File: src/rtl/dac_spi_pkg.sv
// dac_spi_pkg: shared FSM states, frame field positions and frame builder for dac_spi_multi_ctrl
package dac_spi_pkg;
  typedef enum logic [2:0] {IDLE, SHIFT, GAP, LATCH, FINISH} state_t;
  localparam int AB_BIT = 15;
  localparam int BUF_BIT = 14;
  localparam int GA_BIT = 13;
  localparam int SHDN_BIT = 12;
  // Header nibble sits directly above the dw-bit code; field offsets follow the 12-bit layout.
  function automatic logic [31:0] build_frame(input logic ab, input logic [31:0] code, input logic shdn, input logic ga, input int dw);
    logic [3:0] hdr;
    hdr = '0;
    hdr[AB_BIT-SHDN_BIT] = ab;
    hdr[BUF_BIT-SHDN_BIT] = 1'b0;
    hdr[GA_BIT-SHDN_BIT] = ga;
    hdr[0] = ~shdn;
    return ({28'd0, hdr} << dw) | code;
  endfunction
endpackage

File: src/rtl/dac_spi_multi_ctrl_sck_gen.sv
// spi_sck_gen: SCK half-period divider, frame bit counter, SCK edge strobes and end-of-frame strobe
// Ports: clk, rst_n (async active-low), en (frame in progress), sck_rise/sck_fall (last cycle
// before SCK goes high/low), frame_done (fall strobe of the last bit), bit_idx (current bit, 0 = MSB).
module spi_sck_gen #(
  parameter int CLK_DIV = 4,
  parameter int FW = 16,
  parameter int BW = $clog2(FW)
) (
  input  logic          clk,
  input  logic          rst_n,
  input  logic          en,
  output logic          sck_rise,
  output logic          sck_fall,
  output logic          frame_done,
  output logic [BW-1:0] bit_idx
);
  localparam int DW = $clog2(CLK_DIV + 1);
  logic [DW-1:0] div;
  logic ph;
  logic last;
  assign last = div == DW'(CLK_DIV - 1);
  assign sck_rise = en && !ph && last;
  assign sck_fall = en && ph && last;
  assign frame_done = sck_fall && bit_idx == BW'(FW - 1);
  always_ff @(posedge clk or negedge rst_n)
    if (!rst_n) begin
      div <= '0;
      ph <= 1'b0;
      bit_idx <= '0;
    end else if (!en) begin
      div <= '0;
      ph <= 1'b0;
      bit_idx <= '0;
    end else begin
      div <= last ? '0 : div + 1'b1;
      ph <= ph ^ last;
      bit_idx <= bit_idx + BW'(sck_fall);
    end
endmodule

File: src/rtl/dac_spi_multi_ctrl.sv
// dac_spi_multi_ctrl: shifts one SPI frame per channel to NUM_DEV dual 12-bit DACs, then updates them
// Ports: clk, rst_n (async active-low); sample/sample_valid/sample_ready (packed codes, channel i at
// sample[i*DATA_W +: DATA_W]); ldac_mode (0 sync, 1 transparent, taken at accept); cs_n per device;
// sck, sdi shared SPI bus; ldac_n shared latch; done one-cycle pulse when the set is applied.
// Optional macro DAC_CH_SHDN_EN adds ch_shdn: channels with a 1 are sent with SHDN_N=0.
module dac_spi_multi_ctrl
  import dac_spi_pkg::*;
#(
  parameter int NUM_DEV = 2,
  parameter int DATA_W = 12,
  parameter int CLK_DIV = 4,
  parameter int CS_GAP = 2,
  parameter int LDAC_W = 2,
  parameter int GAIN_1X = 1
) (
  input  logic                       clk,
  input  logic                       rst_n,
  input  logic [2*NUM_DEV*DATA_W-1:0] sample,
  input  logic                       sample_valid,
  output logic                       sample_ready,
  input  logic                       ldac_mode,
`ifdef DAC_CH_SHDN_EN
  input  logic [2*NUM_DEV-1:0]       ch_shdn,
`endif
  output logic [NUM_DEV-1:0]         cs_n,
  output logic                       sck,
  output logic                       sdi,
  output logic                       ldac_n,
  output logic                       done
);
  localparam int NUM_CH = 2 * NUM_DEV;
  localparam int FW = DATA_W + 4;
  localparam int CH_W = $clog2(NUM_CH);
  localparam int BW = $clog2(FW);
  state_t state, nxt;
  logic [15:0] cnt;
  logic [CH_W-1:0] ch;
  logic [NUM_CH*DATA_W-1:0] sample_q;
  logic mode_q, up, accept, shdn;
  logic sck_rise, sck_fall, frame_done;
  logic [BW-1:0] bit_idx;
  logic [FW-1:0] frame;
  spi_sck_gen #(.CLK_DIV(CLK_DIV), .FW(FW)) u_sck (
    .clk(clk),
    .rst_n(rst_n),
    .en(state == SHIFT),
    .sck_rise(sck_rise),
    .sck_fall(sck_fall),
    .frame_done(frame_done),
    .bit_idx(bit_idx)
  );
`ifdef DAC_CH_SHDN_EN
  logic [NUM_CH-1:0] shdn_q;
  always_ff @(posedge clk or negedge rst_n)
    if (!rst_n) shdn_q <= '0;
    else if (accept) shdn_q <= ch_shdn;
  assign shdn = shdn_q[ch];
`else
  assign shdn = 1'b0;
`endif
  assign accept = sample_valid && sample_ready;
  assign frame = FW'(build_frame(ch[0], 32'(sample_q[ch*DATA_W +: DATA_W]), shdn, 1'(GAIN_1X), DATA_W));
  always_comb begin
    nxt = state;
    case (state)
      IDLE: nxt = accept ? SHIFT : IDLE;
      SHIFT: nxt = frame_done ? GAP : SHIFT;
      GAP: nxt = cnt != 16'(CS_GAP - 1) ? GAP : ch != CH_W'(NUM_CH - 1) ? SHIFT : mode_q ? FINISH : LATCH;
      LATCH: nxt = cnt == 16'(LDAC_W - 1) ? FINISH : LATCH;
      default: nxt = IDLE;
    endcase
  end
  always_ff @(posedge clk or negedge rst_n)
    if (!rst_n) begin
      state <= IDLE;
      cnt <= '0;
      ch <= '0;
      sample_q <= '0;
      mode_q <= 1'b0;
      up <= 1'b0;
      sck <= 1'b0;
    end else begin
      state <= nxt;
      cnt <= nxt != state ? '0 : cnt + 1'b1;
      ch <= accept ? '0 : (state == GAP && nxt == SHIFT) ? ch + 1'b1 : ch;
      sample_q <= accept ? sample : sample_q;
      mode_q <= accept ? ldac_mode : mode_q;
      up <= 1'b1;
      sck <= sck_rise ? 1'b1 : sck_fall ? 1'b0 : sck;
    end
  assign sample_ready = up && state == IDLE;
  assign cs_n = state == SHIFT ? ~(NUM_DEV'(1) << (ch >> 1)) : '1;
  assign sdi = state == SHIFT && frame[BW'(FW - 1) - bit_idx];
  // Transparent mode keeps the DACs latching each frame as it lands.
  assign ldac_n = !(state == LATCH || (mode_q && (state == SHIFT || state == GAP)));
  assign done = state == FINISH;
endmodule
File: config.mk
export PLATFORM = sky130hd
export DESIGN_NAME = dac_spi_multi_ctrl
export DESIGN_NICKNAME = d
export VERILOG_FILES = /design/src/rtl/dac_spi_pkg.sv /design/src/rtl/dac_spi_multi_ctrl_sck_gen.sv /design/src/rtl/dac_spi_multi_ctrl.sv
export SDC_FILE = /design/constraint.sdc
export NUM_CORES = 1
export LEC_CHECK = 0
export CAP_MARGIN = 20
export CORE_MARGIN = 8
export CORE_UTILIZATION = 25
export DETAILED_ROUTE_END_ITERATION = 10
export PLACE_DENSITY = 0.52
export SYNTH_ARGS = -nofsm -noshare
export SYNTH_HDL_FRONTEND = slang
export SYNTH_SLANG_ARGS = --single-unit
File: constraint.sdc
create_clock -name clk -period 1.8 [get_ports clk]
set_input_delay 0.18 -clock clk [delete_from_list [all_inputs] [get_ports clk]]
set_output_delay 0.18 -clock clk [all_outputs]
set_load 0.02 [all_outputs]
== Yosys cells after proc, flatten, opt, wreduce, memory -nomap -nowiden ==
Cells that the tools add are included.
Word-level totals
  flip-flop bits (word level): 80
  input port bits: 52
  word-level logic and storage cells: 69
Cells by class
  add/subtract/negate cells: 5
  multipliers: 1
  $lt $le $gt $ge: 1
  equal/unequal tests: 11
  shifts and indexed selects: 2
  mux-type cells: 19
  bitwise operators: 3
  reductions and logical operators: 17
Operator list (count)
  indexed part select 48 x 7 -> 12 bit: 1
  two-way mux 3 bit: 6
  adder 16 x 1 -> 16 bit (second input constant): 1
  == test 16 x 1 -> 1 bit (second input constant): 1
  two-way mux 16 bit: 1
  inequality test 16 x 1 -> 1 bit (second input constant): 1
  bitwise OR 16 x 12 -> 16 bit: 1
  case mux 3 bit (4 select lines): 1
  logical AND 1 bit: 10
  == test 3 x 2 -> 1 bit (second input constant): 3
  two-way mux 2 bit: 4
  == test 3 x 1 -> 1 bit (second input constant): 2
  < comparator 4 x 5 -> 1 bit (second input constant): 1
  two-way mux 1 bit: 5
  adder 4 x 1 -> 4 bit: 1
  binary-select mux 1 bit (select 4 bit): 1
  == test 4 bit (second input constant): 1
  multiplier 2 x 2 -> 4 bit (second input constant): 1
  two-way mux 4 bit: 1
  nonzero test 2 bit: 2
  subtractor 4 bit (first input constant): 1
  adder 3 x 1 -> 3 bit (second input constant): 1
  == test 3 bit (second input constant): 1
  logical NOT 3 bit: 1
  8 further kinds: 10

== Logic depth before layout (Yosys ltp) ==
  word-level depth: 10
  mapped depth: 9
  mapped depth without buffers: 7

== Hierarchy ==
From an unflattened synthesis, not the netlist that was laid out.
Second synthesis, totals
  cell total of the unflattened synthesis: 328
  area total of the unflattened synthesis: 3960.0 sq um
Modules (own cells, without submodules)
  dac_spi_multi_ctrl: times used 1, cells each 297, area each 3594.7 sq um, sequential area each 1801.7 sq um
  spi_sck_gen: times used 1, cells each 31, area each 365.4 sq um, sequential area each 200.2 sq um

== Worst setup path before layout ==
OpenSTA, ideal clock, no wires.
  kind: reg-to-reg
  start: reg state[0]
  end: reg cnt[11]
  library setup time: 0.119 ns
  arrival time: 1.929 ns
  data required time: 1.681 ns
  slack: -0.248 ns
  cell stages (with the launch flop): 9
  period minus slack after synthesis: 2.048 ns
  cell sequence: dfrtp_1 > buf_4 > nor4b_2 > and2_1 > buf_4 > a21oi_1 > o21ai_2 > buf_8 > nor2_2
Between the ends
  elaborated cells on any way between the ends: 14
RTL lines
  from (decl): line dac_spi_multi_ctrl.sv:35  | state_t state, nxt;
  from (signal assigned): line dac_spi_multi_ctrl.sv:83  | state <= nxt;
  logical NOT 3 bit: line dac_spi_multi_ctrl.sv:91  | assign sample_ready = up && state == IDLE;
  logical AND 1 bit: line dac_spi_multi_ctrl.sv:91
  via sample_ready: line dac_spi_multi_ctrl.sv:20  | output logic sample_ready,
  logical AND 1 bit: line dac_spi_multi_ctrl.sv:61  | assign accept = sample_valid && sample_ready;
  two-way mux 1 bit: line dac_spi_multi_ctrl.sv:66  | IDLE: nxt = accept ? SHIFT : IDLE;
  case mux 3 bit (4 select lines): line dac_spi_multi_ctrl.sv:65  | case (state)
  inequality test 3 bit: line dac_spi_multi_ctrl.sv:84  | cnt <= nxt != state ? '0 : cnt + 1'b1;
  two-way mux 16 bit: line dac_spi_multi_ctrl.sv:84
  to (signal assigned): line dac_spi_multi_ctrl.sv:84
  to (decl): line dac_spi_multi_ctrl.sv:36  | logic [15:0] cnt;
The timed path passes the listed nets, and every way through them passes these cells.
A chain may end at the register's enable or synchronous reset.

== Final worst setup path ==
  start: reg ch[0]
  end: out sdi
Between the ends
  cells in the longest elaborated chain, start to end: 6
Ends and longest elaborated chain
  from (decl): line dac_spi_multi_ctrl.sv:37  | logic [CH_W-1:0] ch;
  from (signal assigned): line dac_spi_multi_ctrl.sv:85  | ch <= accept ? '0 : (state == GAP && nxt == SHIFT) ? ch + 1'b1 : ch;
  multiplier 2 x 2 -> 4 bit: line dac_spi_multi_ctrl.sv:62  | assign frame = FW'(build_frame(ch[0], 32'(sample_q[ch*DATA_W +: DATA_W]), shdn, 1'(GAIN_1X), DATA_W));
  indexed part select 48 x 7 -> 12 bit: line dac_spi_multi_ctrl.sv:62
  bitwise OR 16 x 12 -> 16 bit (*): line dac_spi_pkg.sv:16  | return ({28'd0, hdr} << dw) | code;
  binary-select mux 1 bit (select 4 bit) (*): line dac_spi_multi_ctrl.sv:93  | assign sdi = state == SHIFT && frame[BW'(FW - 1) - bit_idx];
  two-way mux 1 bit (implied by the code) (*): line dac_spi_multi_ctrl.sv:93
  logical AND 1 bit (*): line dac_spi_multi_ctrl.sv:93
  to (decl): line dac_spi_multi_ctrl.sv:27  | output logic sdi,
Every way passes the cells marked *; elsewhere a longest branch is shown, timed or not. The select of a mux whose other input is x is not followed.

==> summary.md <==
| Metric | Value |
|---|---|
| Worst skew pair latency | `0.33 ns` |
| Outcome | `finished, violations left` |
| P per Cell Area | `~680 nW/um2` |
| Static Leak | `between 2 and 2.5 nW` |
| Max IR drop VDD | `0.417 mV` |
| Starting Density | `0.254` |
| Max FO, Critical Path | `3` |
| Top-count cell post-synth | `nand2_1` |
| Final wirelength | `approximately 9700 um` |
| Initial antenna violation count | `0` |
| Failing checks | `negative setup slack` |
| Port Buffers | `58` |
| Crit path time final | `2.26 ns` |
| Chip width | `140 um` |
| Ant. Diodes | `0` |
| Fin nets | `roughly 550` |
| DRT Pass-1 Iters | `4` |
| CP Data Required Time | `1.62 ns` |
| Hpwl dp | `roughly 7000 um` |
| Most used cell, CP | `buf_6` |
| RePlAce Congestion | `between 0.7 and 0.8` |
| Final Power | `3.62 mW` |
| Vias in the first global route | `approximately 3200` |
| Register bit total from synthesis | `80` |
| CP delay by family, top | `multiplexers` |
| Clk slew on worst S/H paths | `about 0.060 ns` |
| Synth unique cells | `46` |
| Sequential-to-total area share from yosys stat | `0.520` |
| Post-synthesis cell count | `400` |
| Final period util | `1.26` |
| Worst Path Buf+Inv | `2` |
| Root Driver | `clkbuf_16` |
| # DRC | `0` |
| Crit path launch type | `flop` |
| Slowest CP cell | `mux4_2` |
| Post-synth EDFFs | `0` |
| Worst clock skew | `approximately 0.0043 ns` |
| Synth warn | `0` |
| Total GRT Usage | `0.101` |
| Critical Path AT | `roughly 2.1 ns` |
| Total CTS buffers | `9` |
| Area of the mapped netlist | `3850 um2` |
| Syn-to-layout area delta | `38.3%` |
| Synth Flop Type | `dfrtp_1` |
| Layout cells sized above 1 | `0.213` |
| Top-Level Pins | `59` |
| Antenna Nets Post-Route | `0` |
| Worst hold path class | `in -> async` |
| DR vias/cell | `around 4.4` |
| Vias | `3005` |
| Async S/R FF share, synth | `1.00` |
| Clock sinks | `80` |
| Highest clock rate | `442 MHz` |
| Post-Syn Area per Cell | `roughly 9.6 um2` |
| Top cells by area, synth | `dfrtp_1 52%, nand2_1 15%, mux4_2 6.4%, xnor2_1 3.0%, ha_1 1.9%` |
| GRT Residual Overflow | `0` |
| Die Ht | `around 140 um` |
| Die ar. | `19600 um2` |
| Max cap viols | `0` |
| CP endpoint kind | `primary output` |
| Crit path largest cell delay | `approximately 0.5 ns` |
| H-tree depth | `3` |
| Final Core Density | `0.352` |
| Max Slew Vio Count | `0` |
| RSZ-0062 raised after global routing | `true` |
| Kind of critical path | `reg -> out` |
| Routed wire per std cell | `between 10 and 15 um` |
| Top cell type's share of synthesized area | `0.520` |
| CTS tree | `yes` |
| DRT iter0 DRCs | `around 200` |
| Synth area leader | `dfrtp_1` |
| CP Cell Sequence | `buf_6 > mux4_2 > nor2b_1 > a211o_1 > a21oi_2 > o21ai_2 > buf_6` |
| Core area | `approximately 15000 um2` |
| Setup WS post-layout | `-0.461 ns` |
| Final setup fails | `2` |
| First-pass GRT wire length | `15800 um` |
| Most frequent cells after synthesis | `156 x nand2_1, 80 x dfrtp_1, 19 x nor2_1` |
| Final hold violations | `0` |
| Clock Tree Buf Depth | `2` |
| Synthesized Nets | `about 460` |
| # rows | `between 40 and 50` |
| Largest net degree at the start of global routing | `52` |
## power by group
group | leakage [nW] | internal [mW] | total (mW) | switching [mW]
clock network | 0.126 | 0.932 | 1.66 | 0.727
registers | 1.07 | 1.80 | 1.80 | 0.000335
logic | 1.30 | 0.105 | 0.159 | 0.0547
total | 2.50 | 2.84 | 3.62 | 0.782
## registers in the layout (all words and copies together) (netlist names)
signal / flops
u_sck.div: 3
mode_q: 1
cnt: 16
sck: 1
state: 3
ch: 2
up: 1
sample_q: 48
u_sck.ph: 1
u_sck.bit_idx: 4
## cell usage in the layout, fill, tap and decap left out, types with 3 or more instances in the layout
cell type,Yosys,final
clkbuf_16,0,10
dfrtp_1,80,78
xor2_1,5,5
mux2i_1,7,7
xnor2_1,13,12
nor2b_1,4,4
clkbuf_2,0,3
clkdlybuf4s50_1,0,51
buf_12,0,5
buf_4,3,27
nor3b_1,3,3
nand4_1,4,4
mux4_2,11,11
ha_1,6,3
inv_1,6,6
nand2_1,156,155
nand3_1,9,8
a21oi_2,0,3
buf_6,1,7
nor3_1,6,5
nor2_2,10,10
nor2_1,19,19
## path summary, 6_finish.rpt
| check | startpoint | endpoint | slack, ns | cells after the start |
|---|---|---|---|---|
| worst max register to register | state[1] | u_sck.bit_idx[1] | 0 | 6 |
| max in group asynchronous | rst_n | ch[1] | 0.91 | 3 |
| min in group clk | sample[14] | sample_q[14] | 0.37 | 3 |
| worst min-delay path | rst_n | cnt[1] | 0.32 | 2 |
| worst max-delay path | ch[0] | sdi | -0.46 | 7 |
| worst min register to register | u_sck.div[0] | u_sck.div[0] | 0.44 | 1 |
## layout make-up
type	instances	area, um2
clock inverter	5	33.8
multi-input combinational	293	1840
fill	1489	9820
timing repair buffer	97	961
inverter	6	22.5
clock buffer	11	233
sequential	80	2000
tap	188	235
## cell families after synthesis
group / synth area share
buffers and inverters: 0.0348
and+or+nand+nor: 0.267
adders and majority gates: 0.0195
muxes: 0.0855
xor gates and xnor gates: 0.0409
other: 0.000974
DFF: 0.520
AOI/OAI and AO/OA: 0.0315
## per-stage QoR
stage	instances	setup WS, ns	setup TNS [ns]	hold WS [ns]	instance area, um2
after global placement	654	-0.545	-2.52	0.138	4840
after CTS	677	-0.489	-0.532	0.324	5210
final	680	-0.461	-0.463	0.317	5330
after floorplan	400	-0.0318	-0.305	-0.116	3890
after global routing	680	-0.554	-0.730	0.366	5330
after detailed placement	654	-0.570	-2.48	0.143	4840
## timing repair
action / CTS / global route
endpoints found under the setup margin: 26 / 26
pin swaps: 11 / 12
gates resized for setup: 24 / 23
hold buffers: 1 / 0
gates cloned: 0 / 1
endpoints found under the hold margin: 28 / 0
setup buffers: 6 / 3
## metal layers
metal | vias up | wire (um) | track usage | share of wire
met5 | - | 0 | 0 | 0
met2 | 59 | 4530 | 0.158 | 0.47
met3 | 11 | 424 | 0.0234 | 0.044
li1 | 1482 | - | - | -
met4 | 0 | 184 | 0.0480 | 0.019
met1 | 1453 | 4540 | 0.129 | 0.47
(Power assumes the default switching activity.)
